**config.mk**
```make
export PLATFORM = sky130hd
export DESIGN_NAME = alu_ctrl_sequencer
export DESIGN_NICKNAME = d
export VERILOG_FILES = /design/src/rtl/alu_pkg.sv /design/src/rtl/alu_op_decode.sv /design/src/rtl/alu_ctrl_sequencer.sv
export SDC_FILE = /design/constraint.sdc
export NUM_CORES = 1
export LEC_CHECK = 0
export BUFFER_PORTS_ARGS = -buffer_cell sky130_fd_sc_hd__clkbuf_2
export CORE_UTILIZATION = 45
export DETAILED_ROUTE_END_ITERATION = 12
export GPL_ROUTABILITY_DRIVEN = 0
export GPL_TIMING_DRIVEN = 0
export MAX_ROUTING_LAYER = met4
export PLACE_DENSITY = 0.92
export RECOVER_POWER = 50
export SYNTH_ARGS = -nofsm -noshare
export SYNTH_HDL_FRONTEND = slang
export SYNTH_SLANG_ARGS = --single-unit
```
**constraint.sdc**
```tcl
create_clock -name clk -period 2.59 [get_ports clk]
set_input_delay 0.518 -clock clk [delete_from_list [all_inputs] [get_ports clk]]
set_output_delay 0.518 -clock clk [all_outputs]
set_load 0.1 [all_outputs]
```
**src/rtl/alu_pkg.sv**
```systemverilog
// rtl/alu_pkg.sv - shared types for the alu control sequencer
// ALU operation codes, decoded-instruction classes and sequencer states.
package alu_pkg;

  typedef enum logic [3:0] {
    OP_AND  = 4'b0000,
    OP_OR   = 4'b0001,
    OP_ADD  = 4'b0010,
    OP_XOR  = 4'b0011,
    OP_SLL  = 4'b0100,
    OP_SRL  = 4'b0101,
    OP_SUB  = 4'b0110,
    OP_SLT  = 4'b0111,
    OP_SRA  = 4'b1000,
    OP_SLTU = 4'b1001,
    OP_NOR  = 4'b1100
  } alu_op_e;

  typedef enum logic [1:0] {
    ALUOP_LDST   = 2'b00,
    ALUOP_BRANCH = 2'b01,
    ALUOP_RTYPE  = 2'b10,
    ALUOP_ITYPE  = 2'b11
  } aluop_e;

  typedef enum logic [1:0] {
    IDLE = 2'b00,
    EXEC = 2'b01,
    RESP = 2'b10
  } state_e;

endpackage

```
**src/rtl/alu_op_decode.sv**
```systemverilog
// rtl/alu_op_decode.sv - combinational instruction-to-alu-op decoder
// Maps {aluop, funct3, funct7[5]} to an alu operation code and flags illegal encodings.
module alu_op_decode
  import alu_pkg::*;
(
  input  logic [1:0] aluop_i,
  input  logic [2:0] funct3_i,
  input  logic       funct7b5_i,
  output alu_op_e    op_o,
  output logic       illegal_o
);

  aluop_e aluop;
  assign aluop = aluop_e'(aluop_i);

  always_comb begin
    op_o      = OP_ADD;
    illegal_o = 1'b0;
    case (aluop)
      ALUOP_LDST:   op_o = OP_ADD;
      ALUOP_BRANCH: op_o = OP_SUB;
      default: begin
        case (funct3_i)
          3'b000:  op_o = (aluop == ALUOP_RTYPE && funct7b5_i) ? OP_SUB : OP_ADD;
          3'b001:  op_o = OP_SLL;
          3'b010:  op_o = OP_SLT;
          3'b011:  op_o = OP_SLTU;
          3'b100:  op_o = OP_XOR;
          3'b101:  op_o = funct7b5_i ? OP_SRA : OP_SRL;
          3'b110:  op_o = OP_OR;
          default: op_o = OP_AND;
        endcase
        // I-type only has a funct7 field on shifts; ADDI ignores the bit.
        if (aluop == ALUOP_RTYPE && funct7b5_i && funct3_i != 3'b000 && funct3_i != 3'b101)
          illegal_o = 1'b1;
        if (aluop == ALUOP_ITYPE && funct3_i == 3'b001 && funct7b5_i)
          illegal_o = 1'b1;
      end
    endcase
  end

endmodule

```
**src/rtl/alu_ctrl_sequencer.sv**
```systemverilog
// rtl/alu_ctrl_sequencer.sv - request/response sequencer driving the alu
// One request in flight: IDLE accepts, EXEC lets the alu settle, RESP holds the result until taken.
module alu_ctrl_sequencer
  import alu_pkg::*;
#(
  parameter int WIDTH = 32,
  parameter int CNT_W = 16
) (
  input  logic                    clk,
  input  logic                    reset,
  input  logic                    req_valid,
  output logic                    req_ready,
  input  logic [1:0]              req_aluop,
  input  logic [2:0]              req_funct3,
  input  logic                    req_funct7b5,
  input  logic [WIDTH-1:0]        req_a,
  input  logic [WIDTH-1:0]        req_b,
  output logic [3:0]              operation,
  output logic [WIDTH-1:0]        A,
  output logic [WIDTH-1:0]        B,
  input  logic signed [WIDTH-1:0] ALUResult,
  output logic                    resp_valid,
  input  logic                    resp_ready,
  output logic [WIDTH-1:0]        resp_result,
  output logic                    resp_error,
  output logic [CNT_W-1:0]        op_count
);

  localparam logic [1:0] S_IDLE = IDLE;
  localparam logic [1:0] S_EXEC = EXEC;
  localparam logic [1:0] S_RESP = RESP;

  logic [1:0]       state_q, state_d;
  logic [3:0]       operation_q, operation_d;
  logic [WIDTH-1:0] a_q, a_d;
  logic [WIDTH-1:0] b_q, b_d;
  logic             resp_valid_q, resp_valid_d;
  logic [WIDTH-1:0] resp_result_q, resp_result_d;
  logic             resp_error_q, resp_error_d;
  logic [CNT_W-1:0] count_q, count_d;

  alu_op_e dec_op;
  logic    dec_illegal;

  alu_op_decode u_decode (
    .aluop_i    (req_aluop),
    .funct3_i   (req_funct3),
    .funct7b5_i (req_funct7b5),
    .op_o       (dec_op),
    .illegal_o  (dec_illegal)
  );

  always_comb begin
    state_d       = state_q;
    operation_d   = operation_q;
    a_d           = a_q;
    b_d           = b_q;
    resp_valid_d  = resp_valid_q;
    resp_result_d = resp_result_q;
    resp_error_d  = resp_error_q;
    count_d       = count_q;
    case (state_q)
      S_IDLE: begin
        if (req_valid) begin
          // Illegal requests skip the alu entirely so its inputs keep their last legal values.
          if (dec_illegal) begin
            state_d       = S_RESP;
            resp_valid_d  = 1'b1;
            resp_error_d  = 1'b1;
            resp_result_d = '0;
          end else begin
            state_d      = S_EXEC;
            operation_d  = dec_op;
            a_d          = req_a;
            b_d          = req_b;
            resp_error_d = 1'b0;
          end
        end
      end
      S_EXEC: begin
        state_d       = S_RESP;
        resp_result_d = ALUResult;
        resp_valid_d  = 1'b1;
      end
      S_RESP: begin
        if (resp_ready) begin
          state_d      = S_IDLE;
          resp_valid_d = 1'b0;
          count_d      = count_q + CNT_W'(1);
        end
      end
      default: state_d = S_IDLE;
    endcase
  end

  always_ff @(posedge clk) begin
    if (reset) begin
      state_q       <= S_IDLE;
      operation_q   <= 4'b0000;
      a_q           <= '0;
      b_q           <= '0;
      resp_valid_q  <= 1'b0;
      resp_result_q <= '0;
      resp_error_q  <= 1'b0;
      count_q       <= '0;
    end else begin
      state_q       <= state_d;
      operation_q   <= operation_d;
      a_q           <= a_d;
      b_q           <= b_d;
      resp_valid_q  <= resp_valid_d;
      resp_result_q <= resp_result_d;
      resp_error_q  <= resp_error_d;
      count_q       <= count_d;
    end
  end

  assign req_ready   = (state_q == S_IDLE);
  assign operation   = operation_q;
  assign A           = a_q;
  assign B           = b_q;
  assign resp_valid  = resp_valid_q;
  assign resp_result = resp_result_q;
  assign resp_error  = resp_error_q;
  assign op_count    = count_q;

endmodule

```
=== After elaboration in Yosys (flattened, before gate mapping) ===
Cells that the tools add are included.

* $add $sub $neg: 1
* Equality and inequality tests: 15
* Muxes and demuxes: 19
* Bitwise logic cells: 1
* Reductions and logical operators: 18

{| class="wikitable"
|+ Operators with widths
! cell !! count
|-
| $mux 32 || 2
|-
| $pmux 32 s2 || 1
|-
| $pmux 4 s7 || 1
|-
| $add 16x1->16 const B || 1
|-
| $eq 3x3->1 const B || 3
|-
| $pmux 4 s2 || 1
|-
| $mux 1 || 7
|-
| $eq 2x2->1 const B || 3
|-
| $eq 3x2->1 const B || 2
|-
| $mux 2 || 3
|-
| $pmux 2 s3 || 1
|-
| $reduce_and 2->1 || 3
|-
| $reduce_and 3->1 || 2
|-
| $reduce_bool 3->1 || 2
|-
| $logic_and 1x1->1 || 5
|-
| $eq 2x1->1 const B || 2
|-
| $logic_not 2->1 || 2
|-
| $mux 4 || 1
|-
| $ne 2x2->1 const B || 2
|-
| $reduce_and 4->1 || 1
|-
| $eq 3x1->1 const B || 1
|-
| $logic_not 3->1 || 1
|-
| $mux 3 || 1
|-
| $ne 3x3->1 const B || 1
|-
| other kinds (5) || 5
|}

* Bits in registers: 120
* Input port bits: 106
* Output and inout port bits: 119
* Logic and storage cells: 62

=== Longest topological paths before layout ===
Gate-level depths: netlist of run 1.

* Depth after elaboration: 10
* Gate-level depth with buffers: 9

=== Hierarchy ===
A second synthesis of run 1 with hierarchy kept.

* Cell total of the unflattened synthesis: 527
* Area total of the unflattened synthesis: 4385.5 um^2

{| class="wikitable"
|+ Modules (own cells, without submodules)
! module !! times used !! cells each !! area each (um^2)
|-
| alu_ctrl_sequencer || 1 || 506 || 4272.8
|-
| alu_op_decode || 1 || 21 || 112.6
|}

=== Worst setup path before layout of run 1 ===
Ideal clock, no wire load.

* Path type: register -> output
* From: register state_q[1]
* To: output req_ready
* Data arrival time: 1609 ps
* Path slack: 463 ps
* Stages on the path, launching flop included: 2
* Path buffers: 0
* Path through: dfxtp_1 nor2_1

* Cells in the longest elaborated chain, start to end: 1

{| class="wikitable"
|+ Ends and longest elaborated chain
! element !! line !! source
|-
| start: declaration || alu_ctrl_sequencer.sv:33 || <nowiki>logic [1:0] state_q, state_d;</nowiki>
|-
| start signal: assignment || alu_ctrl_sequencer.sv:107 || <nowiki>state_q <= state_d;</nowiki>
|-
| $logic_not 2->1 || alu_ctrl_sequencer.sv:118 || <nowiki>assign req_ready = (state_q == S_IDLE);</nowiki>
|-
| end: declaration || alu_ctrl_sequencer.sv:12 || <nowiki>output logic req_ready,</nowiki>
|}

No other way between the ends.

=== Worst setup path after layout of run 1 ===
* From: register resp_result_q[4], in the netlist resp_result[4]
* To: output resp_result[4]

{| class="wikitable"
|+ RTL lines
! element !! line !! source
|-
| start: declaration || alu_ctrl_sequencer.sv:38 || <nowiki>logic [WIDTH-1:0] resp_result_q, resp_result_d;</nowiki>
|-
| start signal: assignment || alu_ctrl_sequencer.sv:112 || <nowiki>resp_result_q <= resp_result_d;</nowiki>
|-
| end: declaration || alu_ctrl_sequencer.sv:24 || <nowiki>output logic [WIDTH-1:0] resp_result,</nowiki>
|}

No word-level cell between the ends.

==> results of run 1 <==
[through the flow]
stage / utilization (%) / instances / total power, mW / worst slack, ns
2_1_floorplan: - / 480 / 3.05 / 0.463
3_3_place_gp: 60.3 / 831 / 3.30 / 0.331
3_5_place_dp: 60.3 / 831 / 3.31 / 0.329
4_1_cts: 66.6 / 862 / 5.61 / 0.581
5_1_grt: 65.6 / 862 / 5.75 / 0.256
6_report: 65.6 / 862 / 5.55 / 0.354
[power groups by stage]
stage          registers [mW]  logic [mW]  clock network (mW)
2_1_floorplan            2.79       0.265                   0
3_3_place_gp             2.04        1.25                   0
3_5_place_dp             2.05        1.26                   0
4_1_cts                  2.01        1.27                2.33
5_1_grt                  2.02        1.30                2.42
6_report                 2.01        1.25                2.29
[state kept, by name, indices dropped and copies added (netlist names)]
name / count
operation: 4
A: 32
state_q: 2
resp_result: 32
resp_error: 1
resp_valid: 1
B: 32
op_count: 16
[layout make-up]
type | count | area, sq um | share of cell area [%]
sequential | 120 | 2400 | 39.6
multi-input combinational | 322 | 1690 | 27.8
timing repair buffer | 222 | 1040 | 17.1
clock buffer | 19 | 432 | 7.12
buffer | 35 | 181 | 2.99
tap | 129 | 161 | 2.66
clock inverter | 12 | 153 | 2.52
inverter | 3 | 11.3 | 0.186
[cell usage in the layout, fill, tap and decap left out, types with 2 or more instances in the layout]
cell	Yosys	final
a211oi_1	2	2
a21oi_1	70	70
a22o_1	32	32
and3_1	2	2
and4_1	2	2
buf_2	12	4
buf_6	6	6
bufinv_16	0	3
clkbuf_1	17	86
clkbuf_16	0	16
clkbuf_2	0	162
clkbuf_8	0	2
clkinv_2	0	4
clkinv_4	0	4
dfxtp_1	120	120
inv_1	3	3
mux2i_1	3	3
nand2_1	141	141
nand3_1	6	6
nand4_1	5	5
nor2_1	23	23
nor3_1	2	2
o21ai_0	1	2
xnor2_1	2	2
xor2_1	13	13
[cells by family (layout without fill, tap and decap cells)]
family	count (synthesis)	count (layout)	share of synthesized area, %
adders and majority gates	1	1	0.291
AOI/OAI and AO/OA	114	114	17.1
DFF	120	120	55.9
and+or+nand+nor	188	188	17.9
xor gates and xnor gates	15	15	3.06
muxes	4	4	0.961
buffers and inverters	38	291	4.72
[metal layers]
metal  part of all wire [%]  vias to the layer above  GRT usage (%)
li1                       -                     2095              -
met1                     41                     1952           25.1
met2                     51                      161           41.2
met3                    5.6                       24           6.18
met4                    2.5                        0           11.7
met5                      0                        -              -
[worst paths after layout]
path                                                endpoint  slack [ns]  cells after the start
worst min-delay path            resp_result[24]$_SDFFE_PP0P_        0.24                      2
worst min register to register            A[25]$_SDFFE_PP0P_        0.45                      2
worst max-delay path                          resp_result[4]        0.35                      1
worst max register to register             A[3]$_SDFFE_PP0P_        0.44                      6
==> results.md, run 1 <==
- Status: finished clean
- CP startpoint kind: flip-flop
- Fillers: 824
- Data arrival, critical path: 1.72 ns
- WP data required: 2.07 ns
- Synth top area share: approximately 56%
- Core footprint: 9240 sq um
- Via density: 4.91
- Largest stage delay, worst path: 0.89 ns
- Worst-case clock skew: between 0.008 and 0.009 ns
- Seq/Total Area, Yosys: 55.9%
- CP Class: reg -> out
- Post_cts resized: 0
- Syn Inst Count: 480
- CTS Sinks: 120
- Fraction of layout cells with a size suffix above 1: between 20 and 30%
- PwrDens: 915 nW/um^2
- Sequential share of power: 36.3%
- Number of enable flip-flop cells after synthesis: 0
- Clock edge transition at the registers on the reported setup and hold paths: approximately 0.060 ns
- Fmax: about 450 MHz
- Post-DRT Antenna Nets: 0
- CTS Buf Count: 17
- Clk pwr share: 41.3%
- I/O Pins: 225
- Leak: 2.67 nW
- Hold path start: ALUResult[24]
- VDD IR-drop max: approximately 0.57 mV
- CTS Hold Buffers Added: 0
- Buffer count from post-CTS setup fixing: 0
- Sw Pwr: ~1.9 mW
- Total of warnings raised by yosys: 0
- Drc violations: 0
- Wire length of the first global-routing pass: 18.0 mm
- Int Power: 3.66 mW
- Mapped Area: roughly 4300 sq um
- Post-synth cell types: 37
- Final setup vio count: 0
- GRT Total Usage: 23.8%
- Placement Rows: 35
- Post-synth ARST share: 0%
- RSZ-0062 raised after global routing: no
- CTS max path bufs: 2
- Max-Cap Viols: 0
- Worst min path class: in -> reg
- CTS tree: yes
- Final Max Tran Viols: 0
- GRT overflow: 0
- Clock Latency Late Sink: 0.50 ns
- Most frequent cell after synthesis: nand2_1
- Number of antenna diodes: 0
- Vias in the first global route: 4,026
- Worst-Margin Slew: 1.23 ns
- Switching Fraction: 34.1%
- WL/cell: 13.5 um
- Slew headroom: about 18%
- Largest net degree at the start of global routing: 17
- CP Max Fanout: 2
- Fin Hold WS: 0.236 ns
- Cell taking the most area after synthesis: dfxtp_1
- Die Span Y: 99.7 um
- Delay-heaviest family, CP: buffers and inverters
- Endpoint class of the critical path: output port
- Slowest-stage cell, CP: clkbuf_1
- WP buf/inv: 1
- Yosys reg bits: 120
- # H-tree levels: 4
- Pre-antenna DRT Iters: 4
- Die Area: 9940 sq um
- Area contributors post-synth: dfxtp_1, nand2_1, a21oi_1
- Area Overhead vs Synth: 41.2%
- Endpoints failing hold: 0
- Syn avg cell area: 8.95 sq um
- Fin nets: slightly above 800
- Initial antenna violation count: 0
- Placed cell area: between 5000 and 6000 sq um
- Clock Tree Root: clkbuf_8
- Setup TNS: 0 ns
- Reg2reg start: state_q[1]$_SDFFE_PP0P_
- Period Utilization, post-route: 86.3%
- Fin area: 6070 sq um
- Number of port buffers: 222
- Most frequent cells after synthesis: nand2_1, dfxtp_1, a21oi_1
- DR vias: 4,232
- CP Cell Sequence: clkbuf_1
- Prevailing post-synth register cell: dfxtp_1
- Initial core utilization: 46.5%
- Post-Syn Nets: between 500 and 600
- HPWL Detailed: 8.59 mm
- Fin crit period: 2.24 ns
- Comb power frac: between 20 and 25%
- DIE WIDTH: 99.7 um
- WL final: 11.6 mm
- Starting DRT DRC Count: 116
- CP Launch Point: resp_result[4]$_SDFFE_PP0P_
No activity file was read; power rests on OpenSTA's default activity.
==> inputs of run 2 (changes only) <==
--- a/config.mk
+++ b/config.mk
@@ -11,8 +11,9 @@
 export GPL_ROUTABILITY_DRIVEN = 0
 export GPL_TIMING_DRIVEN = 0
 export MAX_ROUTING_LAYER = met4
-export PLACE_DENSITY = 0.92
+export PLACE_DENSITY = 0.91
 export RECOVER_POWER = 50
 export SYNTH_ARGS = -nofsm -noshare
 export SYNTH_HDL_FRONTEND = slang
+export SYNTH_HIERARCHICAL = 1
 export SYNTH_SLANG_ARGS = --single-unit
==> results.md, run 2 <==
- Worst min path class: in -> reg (unchanged)
- Area contributors post-synth: dfxtp_1, nand2_1, a21oi_1 (unchanged)
- Synth top area share: 54.8% (was 55.9%)
- Yosys reg bits: 120 (unchanged)
- Most frequent cells in the layout: nand2_1, clkbuf_1, clkbuf_2, dfxtp_1, a21oi_1 (was clkbuf_2, nand2_1, dfxtp_1, clkbuf_1, a21oi_1)
- DIE WIDTH: 101 um (was 99.7 um)
- Sw Pwr: 1.96 mW (was 1.89 mW)
- Buffer count from post-CTS setup fixing: 0 (unchanged)
- Status: finished clean (unchanged)
- # H-tree levels: 4 (unchanged)
- Post-Syn Nets: 634 (was 587)
- Period Utilization, post-route: 89.7% (was 86.3%)
- Number of antenna diodes: 0 (unchanged)
- CP Max Fanout: 10 (was 2)
- DR vias: 4,460 (was 4,232)
- CTS max path bufs: 2 (unchanged)
- Most frequent cell after synthesis: nand2_1 (unchanged)
- CP Class: in -> reg (was reg -> out)
- Via density: 4.89 (was 4.91)
- Largest net degree at the start of global routing: 17 (unchanged)
- Switching Fraction: 36.3% (was 34.1%)
- Vias in the first global route: 4,153 (was 4,026)
- Syn avg cell area: 8.32 sq um (was 8.95 sq um)
- Post-synth cell types: 36 (was 37)
- Leak: 2.49 nW (was 2.67 nW)
- Pre-antenna DRT Iters: 5 (was 4)
- Worst-case clock skew: 0.00922 ns (was 0.00880 ns)
- DP Worst Slack: -0.244 ns (was 0.329 ns)
- Endpoint class of the critical path: flip-flop (was output port)
- Clock Latency Late Sink: 0.50 ns (about the same)
- Fin nets: 877 (was 828)
- Die Span Y: 101 um (was 99.7 um)
- CTS tree: yes (unchanged)
- Post_cts resized: 0 (unchanged)
- Placement Rows: 35 (unchanged)
- Clk pwr share: 40.6% (was 41.3%)
- Prevailing post-synth register cell: dfxtp_1 (unchanged)
- Slowest-stage cell, CP: clkbuf_1 (unchanged)
- Worst reg2reg setup slack: 0.55 ns (was 0.44 ns)
- Number of enable flip-flop cells after synthesis: 0 (unchanged)
- Fmax: 431 MHz (was 447 MHz)
- Post-synth ARST share: 0% (unchanged)
- Fraction of layout cells with a size suffix above 1: 21.1% (was 28.0%)
- Initial core utilization: 47.0% (was 46.5%)
- Fin crit period: 2.32 ns (was 2.24 ns)
- Clock Tree Root: clkbuf_8 (unchanged)
- Fin Hold WS: 0.234 ns (was 0.236 ns)
- WP data required: 3.00 ns (was 2.07 ns)
- PwrDens: 887 nW/um^2 (was 915 nW/um^2)
- RSZ-0062 raised after global routing: no (unchanged)
- Starting DRT DRC Count: 111 (was 116)
- Most frequent cells after synthesis: nand2_1, dfxtp_1, a21oi_1 (unchanged)
- Data arrival, critical path: 2.73 ns (was 1.72 ns)
- Core footprint: 9330 sq um (was 9240 sq um)
- PnR worst setup slack: 0.268 ns (was 0.354 ns)
- Final Max Tran Viols: 0 (unchanged)
- CTS Buf Count: 17 (unchanged)
- Syn Inst Count: 527 (was 480)
- Final setup vio count: 0 (unchanged)
- Int Power: 3.43 mW (was 3.66 mW)
- Seq/Total Area, Yosys: 54.8% (was 55.9%)
- I/O Pins: 225 (unchanged)
- Post-DRT Antenna Nets: 0 (unchanged)
- Most common cell after layout, fill and taps aside: nand2_1 (was clkbuf_2)
- WL/cell: 13.6 um (was 13.5 um)
- HPWL Detailed: 9.15 mm (was 8.59 mm)
- VDD IR-drop max: 0.476 mV (was 0.570 mV)
- Die Area: 10,100 sq um (was 9940 sq um)
- CTS Hold Buffers Added: 0 (unchanged)
- Sequential share of power: 37.1% (was 36.3%)
- Wire length of the first global-routing pass: 19.2 mm (was 18.0 mm)
- Fin util: 65.2% (was 65.6%)
- Worst-Margin Slew: 1.23 ns (about the same)
- Largest stage delay, worst path: 0.46 ns (was 0.89 ns)
- Cell taking the most area after synthesis: dfxtp_1 (unchanged)
- Comb power frac: 22.3% (was 22.4%)
- CP startpoint kind: primary input (was flip-flop)
- GRT overflow: 0 (unchanged)
- Initial antenna violation count: 0 (unchanged)
- Drc violations: 0 (unchanged)
- Number of port buffers: 224 (was 222)
- Endpoints failing hold: 0 (unchanged)
- CTS Sinks: 120 (unchanged)
- Slew headroom: 18.5% (about the same)
- Clock edge transition at the registers on the reported setup and hold paths: 0.06 ns (about the same)
- GRT Total Usage: 25.3% (was 23.8%)
- Total of warnings raised by yosys: 6 (was 0)
- Max-Cap Viols: 0 (unchanged)
- CP Cell Sequence: clkbuf_2 > nor2b_1 > o21bai_1 > a21oi_1 > nand3b_1 > clkbuf_1 > clkbuf_1 > nand2_1 > a21oi_1 (was clkbuf_1)
- Mapped Area: 4390 sq um (was 4300 sq um)
- Area Overhead vs Synth: 38.8% (was 41.2%)
- WL final: 12.4 mm (was 11.6 mm)
[run 2: layout make-up]
cell class / count / area (sq um)
fill: 847 / 3240
multi-input combinational: 366 / 1810
timing repair buffer: 224 / 996
buffer: 37 / 141
sequential: 120 / 2400
inverter: 4 / 15.0
tap: 129 / 161
clock buffer: 17 / 414
clock inverter: 15 / 141
[run 2: critical path, delay by kind of cell]
| family | cells | cell delay (ns) |
|---|---|---|
| buffers and inverters | 3 | 1.02 |
| AND/OR/NAND/NOR | 3 | 0.60 |
| AO/OA/AOI/OAI | 3 | 0.61 |
[run 2: path summary, 6_finish.rpt]
path / startpoint / to / cells past startpoint
max: req_funct3[2] / B[22]$_SDFFE_PP0P_ / 9
min: req_b[28] / B[28]$_SDFFE_PP0P_ / 3
max reg2reg: state_q[1]$_SDFFE_PP0P_ / B[22]$_SDFFE_PP0P_ / 6
min reg2reg: B[27]$_SDFFE_PP0P_ / B[27]$_SDFFE_PP0P_ / 2
[run 2: routing by layer]
| metal | track usage, % | vias up | share of wire, % |
|---|---|---|---|
| li1 | - | 2252 | - |
| met4 | 8.14 | 0 | 0.74 |
| met2 | 43.3 | 178 | 50 |
| met5 | - | - | 0 |
| met1 | 27.5 | 2020 | 41 |
| met3 | 8.67 | 10 | 7.8 |
[run 2: power by group through the flow]
stage	clock, mW	combinational (mW)	sequential, mW
after global routing	2.33	1.26	2.01
after CTS	2.22	1.23	2.00
final	2.19	1.20	2.00
after global placement	0	1.22	2.04
after floorplan	0	0.258	2.75
after detailed placement	0	1.23	2.04
[run 2: cells by family after synthesis]
kind of cell             after synthesis  synth area share (%)
multiplexers                           3                 0.742
XOR/XNOR                              11                  2.20
flip-flops                           120                  54.8
buffers and inverters                 41                  3.57
AO/OA/AOI/OAI                        116                  15.3
adder cells (fa/ha/maj)                1                 0.285
AND/OR/NAND/NOR                      235                  23.1
[run 2: per-stage QoR]
step / total power [mW] / TNS, ns / instances / instance area [sq um]
2_1_floorplan: 3.01 / 0 / 527 / 4390
3_3_place_gp: 3.26 / -3.61 / 880 / 5670
3_5_place_dp: 3.27 / -4.05 / 880 / 5670
4_1_cts: 5.46 / 0 / 912 / 6230
5_1_grt: 5.61 / 0 / 912 / 6090
6_report: 5.40 / 0 / 912 / 6090
==> inputs of run 3 (changes only) <==
--- a/config.mk
+++ b/config.mk
@@ -10,7 +10,6 @@
 export DETAILED_ROUTE_END_ITERATION = 12
 export GPL_ROUTABILITY_DRIVEN = 0
 export GPL_TIMING_DRIVEN = 0
-export MAX_ROUTING_LAYER = met4
 export PLACE_DENSITY = 0.91
 export RECOVER_POWER = 50
 export SYNTH_ARGS = -nofsm -noshare
==> results.md, run 3 (synthesized netlist as in run 2, its figures left out) <==
- Most common cell after layout, fill and taps aside: nand2_1 (unchanged)
- Clock Tree Root: clkbuf_8 (unchanged)
- Worst min path class: in -> reg (unchanged)
- HPWL Detailed: 9.15 mm (unchanged)
- Wire length of the first global-routing pass: 19.2 mm (about the same)
- Status: finished clean (unchanged)
- Worst reg2reg setup slack: 0.55 ns (about the same)
- Most frequent cells in the layout: nand2_1, clkbuf_1, clkbuf_2, dfxtp_1, a21oi_1 (unchanged)
- Largest net degree at the start of global routing: 17 (unchanged)
- Initial core utilization: 47.0% (unchanged)
- Worst-case clock skew: 0.0119 ns (was 0.00922 ns)
- Post_cts resized: 0 (unchanged)
- Data arrival, critical path: 2.73 ns (about the same)
- CTS Buf Count: 17 (unchanged)
- Via density: 4.86 (was 4.89)
- GRT Total Usage: 24.6% (was 25.3%)
- WP data required: 3.00 ns (about the same)
- PnR worst setup slack: 0.268 ns (about the same)
- Worst-Margin Slew: 1.23 ns (about the same)
- Endpoint class of the critical path: flip-flop (unchanged)
- Slew headroom: 18.5% (about the same)
- Post-DRT Antenna Nets: 0 (unchanged)
- Pre-antenna DRT Iters: 5 (unchanged)
- Final Max Tran Viols: 0 (unchanged)
- CTS Sinks: 120 (unchanged)
- CP Class: in -> reg (unchanged)
- CTS tree: yes (unchanged)
- Die Area: 10,100 sq um (unchanged)
- Placed cell area: 5670 sq um (unchanged)
- CTS max path bufs: 2 (unchanged)
- Fraction of layout cells with a size suffix above 1: 21.1% (unchanged)
- Endpoints failing hold: 0 (unchanged)
- GRT overflow: 0 (unchanged)
- CTS Hold Buffers Added: 0 (unchanged)
- CP Max Fanout: 10 (unchanged)
- RSZ-0062 raised after global routing: no (unchanged)
- VDD IR-drop max: 0.476 mV (about the same)
- Area Overhead vs Synth: 38.8% (unchanged)
- Leak: 2.49 nW (unchanged)
- Clock edge transition at the registers on the reported setup and hold paths: 0.06 ns (about the same)
- Initial antenna violation count: 0 (unchanged)
- Fin crit period: 2.32 ns (about the same)
- # H-tree levels: 4 (unchanged)
- Clock Latency Late Sink: 0.50 ns (about the same)
- Buffer count from post-CTS setup fixing: 0 (unchanged)
- CP startpoint kind: primary input (unchanged)
- Vias in the first global route: 4,153 (unchanged)
- Final setup vio count: 0 (unchanged)
- Max-Cap Viols: 0 (unchanged)
- Number of antenna diodes: 0 (unchanged)
- WL/cell: 13.6 um (about the same)
- Fmax: 431 MHz (about the same)
- Period Utilization, post-route: 89.6% (was 89.7%)
- DP Worst Slack: -0.244 ns (unchanged)
- Placement Rows: 35 (unchanged)
- Number of port buffers: 224 (unchanged)
- Fin area: 6090 sq um (unchanged)
- PwrDens: 886 nW/um^2 (was 887 nW/um^2)
- Core footprint: 9330 sq um (unchanged)
- Die Span Y: 101 um (unchanged)
- I/O Pins: 225 (unchanged)
- DIE WIDTH: 101 um (unchanged)
- Drc violations: 0 (unchanged)
- DR vias: 4,432 (was 4,460)
- Fin nets: 877 (unchanged)
- Starting DRT DRC Count: 129 (was 111)
- WL final: 12.4 mm (about the same)
==> run 3: cell counts in the layout (fill, tap and decap cells not counted) <==
Identical to the previous run, type by type.
==> run 3: area by class of cell <==
type                       instances  area [sq um]
fill                             847          3240
sequential                       120          2400
multi-input combinational        366          1810
timing repair buffer             224           996
clock buffer                      17           414
tap                              129           161
clock inverter                    15           141
buffer                            37           141
inverter                           4          15.0
==> run 3: worst max-delay path, cell delays in order <==
cell and delay [ns]:
clkbuf_2 0.15, nor2b_1 0.15, o21bai_1 0.07, a21oi_1 0.35, nand3b_1 0.33, clkbuf_1 0.46
clkbuf_1 0.41, nand2_1 0.10, a21oi_1 0.19
==> run 3: worst paths after layout <==
path | from | cells past startpoint | end
min | req_b[28] | 3 | B[28]$_SDFFE_PP0P_
max | req_funct3[2] | 9 | B[22]$_SDFFE_PP0P_
max reg2reg | state_q[1]$_SDFFE_PP0P_ | 6 | B[22]$_SDFFE_PP0P_
min reg2reg | B[27]$_SDFFE_PP0P_ | 2 | B[27]$_SDFFE_PP0P_
==> run 3: through the flow <==
stage / total power, mW / utilization, % / cells / hold WS (ns) / TNS [ns]
finish: 5.39 / 65.2 / 912 / 0.230 / 0
global route: 5.61 / 65.2 / 912 / 0.209 / 0
CTS: 5.46 / 66.7 / 912 / 0.214 / 0
detailed placement: 3.27 / 60.8 / 880 / 0.445 / -4.05
global placement: 3.26 / 60.8 / 880 / 0.440 / -3.61
floorplan: 3.01 / - / 527 / 0.632 / 0
==> run 3: layer usage <==
layer	share of wire [%]	up-vias	GRT usage, %
met5	0	-	0
met4	1.2	0	8.81
met3	7.8	15	9.02
met2	50	176	43.2
met1	41	1994	27.3
li1	-	2247	-
==> run 3: where the power goes <==
part	leakage, nW	switching [mW]	internal [mW]
Clock	0.267	0.897	1.29
Sequential	0.980	0.0550	1.95
Combinational	1.24	1.01	0.196
Total	2.49	1.96	3.43
